--- config.mk ---
export PLATFORM = sky130hd
export DESIGN_NAME = sha256_digest_writer
export DESIGN_NICKNAME = d
export VERILOG_FILES = /design/src/rtl/sha256_digest_writer.sv
export SDC_FILE = /design/constraint.sdc
export NUM_CORES = 1
export LEC_CHECK = 0
export BUFFER_PORTS_ARGS = -buffer_cell sky130_fd_sc_hd__buf_4
export CAP_MARGIN = 20
export CORE_MARGIN = 2
export CORE_UTILIZATION = 40
export DETAILED_ROUTE_END_ITERATION = 6
export GPL_TIMING_DRIVEN = 0
export SYNTH_ARGS = -nofsm -noshare
export SYNTH_HDL_FRONTEND = slang
export SYNTH_SLANG_ARGS = --single-unit
--- constraint.sdc ---
create_clock -name clk -period 7.6 [get_ports clk]
set_input_delay 1.14 -clock clk [delete_from_list [all_inputs] [get_ports clk]]
set_output_delay 1.14 -clock clk [all_outputs]
set_load 0.02 [all_outputs]
--- src/rtl/sha256_digest_writer.sv ---
// Digest write-back: buffers finished SHA-256 digests in a small FIFO and streams
// them word by word into word-addressed memory from a latched base address.
//   state    | meaning
//   ST_IDLE  | waiting for start; done is high
//   ST_RUN   | accepting digests and writing one word per cycle while the FIFO holds data
//   ST_DRAIN | last word issued; memory captures it on the edge leaving this state
module sha256_digest_writer #(
  parameter int DEPTH            = 4,
  parameter int WORDS_PER_RESULT = 8,
  parameter int NUM_RESULTS      = 16
) (
  input  logic        clk,
  input  logic        reset_n,
  input  logic        start,
  input  logic [15:0] output_addr,
  input  logic        in_valid,
  output logic        in_ready,
  input  logic [31:0] h_in0,
  input  logic [31:0] h_in1,
  input  logic [31:0] h_in2,
  input  logic [31:0] h_in3,
  input  logic [31:0] h_in4,
  input  logic [31:0] h_in5,
  input  logic [31:0] h_in6,
  input  logic [31:0] h_in7,
  output logic        mem_clk,
  output logic        mem_we,
  output logic [15:0] mem_addr,
  output logic [31:0] mem_write_data,
  output logic        done
);

  localparam int PTR_W = $clog2(DEPTH);
  localparam int CNT_W = $clog2(NUM_RESULTS + 1);

  localparam logic [2:0]       LAST_WORD = 3'(WORDS_PER_RESULT - 1);
  localparam logic [CNT_W-1:0] LAST_RES  = CNT_W'(NUM_RESULTS - 1);
  localparam logic [CNT_W-1:0] NUM_RES   = CNT_W'(NUM_RESULTS);
  localparam logic [CNT_W-1:0] CNT_ONE   = CNT_W'(1);
  localparam logic [PTR_W-1:0] PTR_ONE   = PTR_W'(1);
  localparam logic [PTR_W:0]   FIFO_FULL = (PTR_W + 1)'(DEPTH);
  localparam logic [PTR_W:0]   FCNT_ONE  = (PTR_W + 1)'(1);
  localparam logic [15:0]      WPR_16    = 16'(WORDS_PER_RESULT);

  typedef enum logic [1:0] {ST_IDLE, ST_RUN, ST_DRAIN} state_e;

  state_e           state_q, state_d;
  logic [15:0]      base_q, base_d;
  logic [CNT_W-1:0] acc_q, acc_d;
  logic [CNT_W-1:0] res_q, res_d;
  logic [2:0]       word_q, word_d;
  logic [PTR_W-1:0] wr_ptr_q, wr_ptr_d;
  logic [PTR_W-1:0] rd_ptr_q, rd_ptr_d;
  logic [PTR_W:0]   count_q, count_d;
  logic             mem_we_q, mem_we_d;
  logic [15:0]      mem_addr_q, mem_addr_d;
  logic [31:0]      mem_data_q, mem_data_d;

  logic [255:0]     fifo_mem [DEPTH];
  logic [255:0]     head;
  logic [31:0]      head_word;
  logic             push;
  logic             pop;

  assign in_ready = (state_q == ST_RUN) && (count_q < FIFO_FULL) && (acc_q < NUM_RES);
  assign push     = in_valid && in_ready;
  assign head      = fifo_mem[rd_ptr_q];
  assign head_word = head[{word_q, 5'd0} +: 32];

  assign mem_clk        = clk;
  assign mem_we         = mem_we_q;
  assign mem_addr       = mem_addr_q;
  assign mem_write_data = mem_data_q;
  assign done           = (state_q == ST_IDLE);

  // Digest storage carries no reset; occupancy is tracked by the pointers and count.
  always_ff @(posedge clk) begin
    if (push) begin
      fifo_mem[wr_ptr_q] <= {h_in7, h_in6, h_in5, h_in4, h_in3, h_in2, h_in1, h_in0};
    end
  end

  always_ff @(posedge clk or negedge reset_n) begin
    if (!reset_n) begin
      state_q    <= ST_IDLE;
      base_q     <= '0;
      acc_q      <= '0;
      res_q      <= '0;
      word_q     <= '0;
      wr_ptr_q   <= '0;
      rd_ptr_q   <= '0;
      count_q    <= '0;
      mem_we_q   <= 1'b0;
      mem_addr_q <= '0;
      mem_data_q <= '0;
    end else begin
      state_q    <= state_d;
      base_q     <= base_d;
      acc_q      <= acc_d;
      res_q      <= res_d;
      word_q     <= word_d;
      wr_ptr_q   <= wr_ptr_d;
      rd_ptr_q   <= rd_ptr_d;
      count_q    <= count_d;
      mem_we_q   <= mem_we_d;
      mem_addr_q <= mem_addr_d;
      mem_data_q <= mem_data_d;
    end
  end

  always_comb begin
    state_d    = state_q;
    base_d     = base_q;
    acc_d      = acc_q;
    res_d      = res_q;
    word_d     = word_q;
    wr_ptr_d   = wr_ptr_q;
    rd_ptr_d   = rd_ptr_q;
    count_d    = count_q;
    mem_we_d   = 1'b0;
    mem_addr_d = mem_addr_q;
    mem_data_d = mem_data_q;
    pop        = 1'b0;

    case (state_q)
      ST_IDLE: begin
        if (start) begin
          base_d   = output_addr;
          acc_d    = '0;
          res_d    = '0;
          word_d   = '0;
          wr_ptr_d = '0;
          rd_ptr_d = '0;
          count_d  = '0;
          state_d  = ST_RUN;
        end
      end
      ST_RUN: begin
        if (push) begin
          wr_ptr_d = wr_ptr_q + PTR_ONE;
          acc_d    = acc_q + CNT_ONE;
        end
        if (count_q != '0) begin
          mem_we_d   = 1'b1;
          mem_addr_d = base_q + 16'(res_q) * WPR_16 + 16'(word_q);
          mem_data_d = head_word;
          if (word_q == LAST_WORD) begin
            pop      = 1'b1;
            rd_ptr_d = rd_ptr_q + PTR_ONE;
            word_d   = '0;
            res_d    = res_q + CNT_ONE;
            if (res_q == LAST_RES) begin
              state_d = ST_DRAIN;
            end
          end else begin
            word_d = word_q + 3'd1;
          end
        end
        // Push is gated on the start-of-cycle count, so a pop never frees room for the same cycle.
        case ({push, pop})
          2'b10:   count_d = count_q + FCNT_ONE;
          2'b01:   count_d = count_q - FCNT_ONE;
          default: count_d = count_q;
        endcase
      end
      ST_DRAIN: begin
        state_d = ST_IDLE;
      end
      default: begin
        state_d = ST_IDLE;
      end
    endcase
  end

endmodule

==> results of run 1 <==
[registers in the layout, summed over array words and instances (netlist names)]
register,count
wr_ptr_q,2
acc_q,5
res_q,5
mem_write_data,32
word_q,3
base_q,16
state_q,2
count_q,3
mem_we,1
fifo_mem,1024
mem_addr,16
rd_ptr_q,2
[report_power, final]
part	leakage (uW)	internal [uW]	switching (uW)
logic	0.00489	2490	3580
registers	0.0104	7720	364
clock network	0.00201	3650	2360
total	0.0173	13900	6310
[stage by stage]
stage                     hold slack, ns  power (uW)  setup WS [ns]
final                              0.296       20200           2.14
after global routing               0.302       21000           2.14
after CTS                          0.285       20400           2.14
after detailed placement           0.462       14400           2.41
after global placement             0.461       14300         -0.523
after floorplan                    0.452       11900           2.22
[Yosys cell counts (7+ instances only)]
master	number
a21oi_1	40
a22oi_1	68
and2_1	7
buf_2	25
buf_4	14
buf_6	12
clkbuf_1	50
dfrtp_1	87
edfxtp_1	1024
ha_1	17
inv_1	11
mux4_2	256
nand2_1	132
nand3_1	8
nor2_1	13
o21ai_0	68
o22ai_1	61
or3_1	7
or4_1	15
xnor2_1	7
xor2_1	10
[worst max-delay path by stage]
stage / startpoint / to / slack (ns) / depth (start not counted)
2_1_floorplan: in_valid / fifo_mem[0][0] / 2.22 / 3
3_3_place_gp: in_valid / fifo_mem[2][60] / -0.52 / 4
3_5_place_dp: clk / mem_clk / 2.41 / 2
4_1_cts: clk / mem_clk / 2.14 / 4
5_1_grt: clk / mem_clk / 2.14 / 4
6_report: clk / mem_clk / 2.14 / 4
[routing by layer]
layer | track usage (%) | wire length [um] | up-vias
met5 | 0 | 182 | -
met4 | 7.30 | 2630 | 30
met3 | 6.08 | 9590 | 161
met2 | 32.5 | 54400 | 817
met1 | 27.5 | 45300 | 11400
li1 | - | - | 9245
[logic make-up after synthesis]
family | synth area share, %
flops | 77.9
xor+xnor | 0.352
simple gates | 2.21
mux | 13.7
fa+ha+maj | 0.598
buf+inv | 1.46
compound gates | 3.80
[cell type report]
type | instances | area [sq um] | share of cell area (%)
diodes | 15 | 37.5 | 0.0734
plain buffers | 107 | 577 | 1.13
clock buffers | 149 | 3190 | 6.23
clock inverters | 67 | 893 | 1.75
inverters | 11 | 41.3 | 0.0807
multi-input cells | 754 | 8730 | 17.1
flip-flops and latches | 1111 | 32900 | 64.4
well taps | 1391 | 1740 | 3.40
repair buffers | 350 | 3040 | 5.94
[worst max-delay path, cell delays in order]
cell       delay, ns
clkbuf_16       0.12
clkbuf_16       0.13
buf_4           0.12
buf_4           0.14
==> impl_metrics.yaml, run 1 <==
yosys:
  syn_area_sq_mm: 0.0423
  async_reset_ff_share_pct: 7.83
  synth_edf_count: 1024
  yosysTopAreaCellShare_pct: 72.8
  synth_area_per_cell_sq_um: 21.3
  synth_cell_types: 43
  synth-seq-area-share_pct: 77.9
  syn_nets: 2278
  ys.flop_type: "edfxtp_1"
  ys_seq_elements: 1111
  synthCells: 1983
  synth_area_leaders: "edfxtp_1 (73%), mux4_2 (14%), dfrtp_1 (5.2%), a22oi_1 (1.2%), nand2_1 (1.2%)"
  yosysWarnings: 0
  synth_top_cell_by_area: "edfxtp_1"
global_routing:
  grt-ovfl-total: 0
  grt_pass1_wl_um: 158000
  antenna_found_initial: 30
  grtUsageTotal_pct: 20.6
  grt_max_degree: 59
  grt_pass1_vias: 22400
place:
  place_congestion: 0.795
  hpwl_um: 75500
  numPortBuffers: 327
  dpl_cell_area_sq_mm: 0.0470
  dp_cells: 3724
worst_setup_path:
  critPathMaxFanout: 2
  start_kind: "clock port"
  critical_path_required_ns: 6.46
  end_kind: "output pin"
  worstReg2RegEnd: "fifo_mem[0][219]"
  reg2regPathDepth: 8
  worstReg2RegStart: "state_q[1]"
  reg2reg_slack_ns: 3.76
  worstSetupPathType: "clock port to output pin"
  crit_arrival_ns: 4.32
floorplan:
  coreArea_sq_mm: 0.105
  ios: 328
  dieWidth_um: 329
  row_count: 119
  start_util_pct: 40.3
  die-area_sq_mm: 0.108
  die_h_um: 329
sta:
  finalSetupTns_ns: 0
  relSlewSlack_pct: 33.9
  finalClockSkew_ns: 0.0224
  setup_violations: 0
  slew_violations: 0
  hold_viol_final: 0
  rsz0062_at_grt: "false"
  worstMarginPinSlew_ns: 0.988
finish:
  fin_cells: 3955
  postLayoutCellArea_sq_mm: 0.0512
  drive_gt1_share_pct: 33.1
  mostFrequentLayoutCells: "edfxtp_1 (1024), buf_4 (341), mux4_2 (256)"
  final_common_cell: "edfxtp_1"
  layout.nets: 2746
  syn_to_final_growth_pct: 21.1
  final_core_util_pct: 48.7
  fillCellCount: 8569
clock_network:
  post_cts_buffers: 0
  clk_pin_slew_ns: 0.06
  cts_tree: "built"
  cts_resized: 0
  worstSkewPairLatency_ns: 0.81
  ctsHoldBuffers: 0
detailed_routing:
  dr.pass1.iters: 5
  wl_per_cell_um: 28.3
  drtAntennaViolNets: 0
  drt_drc_violations_left: 0
  viasPerCell: 5.49
  vias: 21700
  routed_wl_um: 112000
  drt_iter0_drc: 2264
hold_path:
  hp-class: "primary input to asynchronous set/reset pin"
job:
  maxCapViolCount: 0
power:
  ir_worst_vdd_mv: 0.305
  powerDensity_mw_per_mm2: 394
  p_leak_uw: 0.0173
outcome:
  status: "finished clean"
Power figures use the tool's default switching activity.
==> run 2: changes to the inputs <==
- ABC_AREA: default -> 1
- clock period: 7.6 -> 4.7 ns (I/O delays scaled with it)
==> run 2 against run 1 <==
Net effect: global-route usage is 3.2 points higher; non-clock buffer count rose by 148; final cell count grew 59%; worst setup slack got worse by 1.0 ns; clock-buffer cell count grew 8; via count is 50% higher; critical path depth unchanged; total power rose by 75%; routed wire length increased by 29%; synthesized area up 10%; combinational power is 110% higher; die area rose by 10%; largest cell class unchanged; largest power group unchanged.
==> impl_metrics.yaml, run 2 <==
outcome:
  status: "finished clean"
yosys:
  synth_cell_types: 33
  async_reset_ff_share_pct: 7.83
  synth_top_cell_by_area: "edfxtp_1"
  ys_seq_elements: 1111
  synth_edf_count: 1024
  synthCells: 4162
  yosysWarnings: 0
  synth_commonest_cells: "nand2_1 (1333), edfxtp_1 (1024), nand3_1 (893), inv_1 (371), buf_2 (118)"
  synth-seq-area-share_pct: 70.7
  syn_area_sq_mm: 0.0466
  synth_area_per_cell_sq_um: 11.2
  synth_area_leaders: "edfxtp_1 (66%), nand2_1 (11%), nand3_1 (9.6%), dfrtp_1 (4.7%), inv_1 (3.0%)"
  synth.most_common_cell: "nand2_1"
  syn_nets: 4457
  ys.flop_type: "edfxtp_1"
  yosysTopAreaCellShare_pct: 66.0
floorplan:
  start_util_pct: 40.2
  die-area_sq_mm: 0.119
  dieWidth_um: 345
  row_count: 125
  ios: 328
  coreArea_sq_mm: 0.116
  die_h_um: 345
worst_setup_path:
  reg2reg_slack_ns: 1.35
  worstSetupPathType: "clock port to output pin"
  crit_arrival_ns: 2.86
  worstReg2RegEnd: "mem_addr[8]"
  reg2regPathDepth: 10
  critical_path_required_ns: 3.99
  end_kind: "output pin"
  path_cells: "clkbuf_16 -> clkbuf_16 -> buf_4 -> buf_4"
  cp_slowest_stage_delay_ns: 0.14
  start_kind: "clock port"
  crit_slowest_cell: "buf_4"
  critPathMaxFanout: 2
  worstReg2RegStart: "word_q[1]"
detailed_routing:
  viasPerCell: 5.17
  drtAntennaViolNets: 0
  drt_iter0_drc: 3070
  drt_drc_violations_left: 0
  dr.pass1.iters: 7
  routed_wl_um: 144000
  vias: 32500
  wl_per_cell_um: 22.9
sta:
  rsz0062_at_grt: "false"
  holdWs_ns: 0.0595
  setup_violations: 0
  fin_ws_ns: 1.14
  finalClockSkew_ns: 0.0368
  relSlewSlack_pct: 26.4
  hold_viol_final: 0
  slew_violations: 0
  worstMarginPinSlew_ns: 1.10
hold_path:
  hold_start: "h_in1[16]"
  holdPathEnd: "fifo_mem[0][48]"
  whs_path_depth: 1
  hp-class: "primary input to flip-flop"
finish:
  top_register: "fifo_mem"
  final_core_util_pct: 48.1
  final_common_cell: "nand2_1"
  mostFrequentLayoutCells: "nand2_1 (1333), edfxtp_1 (1024), nand3_1 (893)"
  syn_to_final_growth_pct: 19.7
  largest_register_ffs: 1024
  layout.nets: 4953
  drive_gt1_share_pct: 16.9
clock_network:
  cts_tree: "built"
  post_cts_buffers: 0
  clk_pin_slew_ns: 0.06
  worstSkewPairLatency_ns: 0.85
job:
  maxCapViolCount: 0
place:
  numPortBuffers: 327
  place_congestion: 0.876
  place_ws_ns: 1.40
  hpwl_um: 103000
power:
  ir_worst_vdd_mv: 0.389
  powerDensity_mw_per_mm2: 631
  p_leak_uw: 0.0226
global_routing:
  grt_max_degree: 46
  grt-ovfl-total: 0
  grtUsageTotal_pct: 23.8
  grt_pass1_wl_um: 207000
  grt_pass1_vias: 31200
  antenna_found_initial: 44
[run 2: layout make-up]
| class | count | area (sq um) |
|---|---|---|
| Fill cell | 10300 | 60100 |
| Timing Repair Buffer | 372 | 3390 |
| Clock inverter | 63 | 564 |
| Buffer | 233 | 1300 |
| Tap cell | 1524 | 1910 |
| Clock buffer | 157 | 3220 |
| Sequential cell | 1111 | 32900 |
| Antenna cell | 19 | 47.5 |
| Multi-Input combinational cell | 2442 | 11000 |
| Inverter | 376 | 1410 |
[run 2: how the worst max path moves through the flow]
stage                        start               end  slack [ns]  cells past startpoint
after detailed placement       clk           mem_clk        1.40                      2
after global placement    in_valid  fifo_mem[3][183]       -3.86                      3
after CTS                      clk           mem_clk        1.13                      4
after global routing           clk           mem_clk        1.13                      4
after floorplan           in_valid    fifo_mem[0][0]       -0.46                      2
final                          clk           mem_clk        1.14                      4
[run 2: worst max-delay path: cells and delay by family]
family / cells / cell delay [ns]
buffers and inverters: 4 / 0.51
[run 2: stage by stage]
step / area, sq um / cells / power, uW / setup TNS (ns)
2_1_floorplan: 46600 / 4162 / 20600 / -471.85
3_3_place_gp: 51000 / 6013 / 26000 / -3844.28
3_5_place_dp: 51900 / 6058 / 26200 / 0
4_1_cts: 55700 / 6278 / 35300 / 0
5_1_grt: 55700 / 6287 / 36900 / 0
6_report: 55800 / 6297 / 35200 / 0
[run 2: per-layer routing]
layer	track usage, %	vias to the layer above	wire, um
met2	38.4	1285	68200
met4	9.74	46	5010
met1	31.2	15800	57600
li1	-	15100	-
met3	5.38	281	13100
met5	0	-	310
[run 2: where the power goes]
group	internal [uW]	switching, uW
sequential	12500	596
combinational	3800	9080
clock	5340	3860
total	21600	13500
[run 2: timing repair]
item                                   CTS  global route
hold buffers                             1             0
endpoints found under the hold margin   42             0
gates resized for setup                  0             0
[run 2: kinds of logic (layout without fill, tap and decap cells)]
logic type	Yosys count	in the layout	synth area share (%)
other cells	0	19	0
flops	1111	1111	70.7
xor+xnor	11	11	0.207
compound gates	58	58	0.736
simple gates	2354	2354	22.0
fa+ha+maj	19	19	0.542
buf+inv	609	1201	5.82
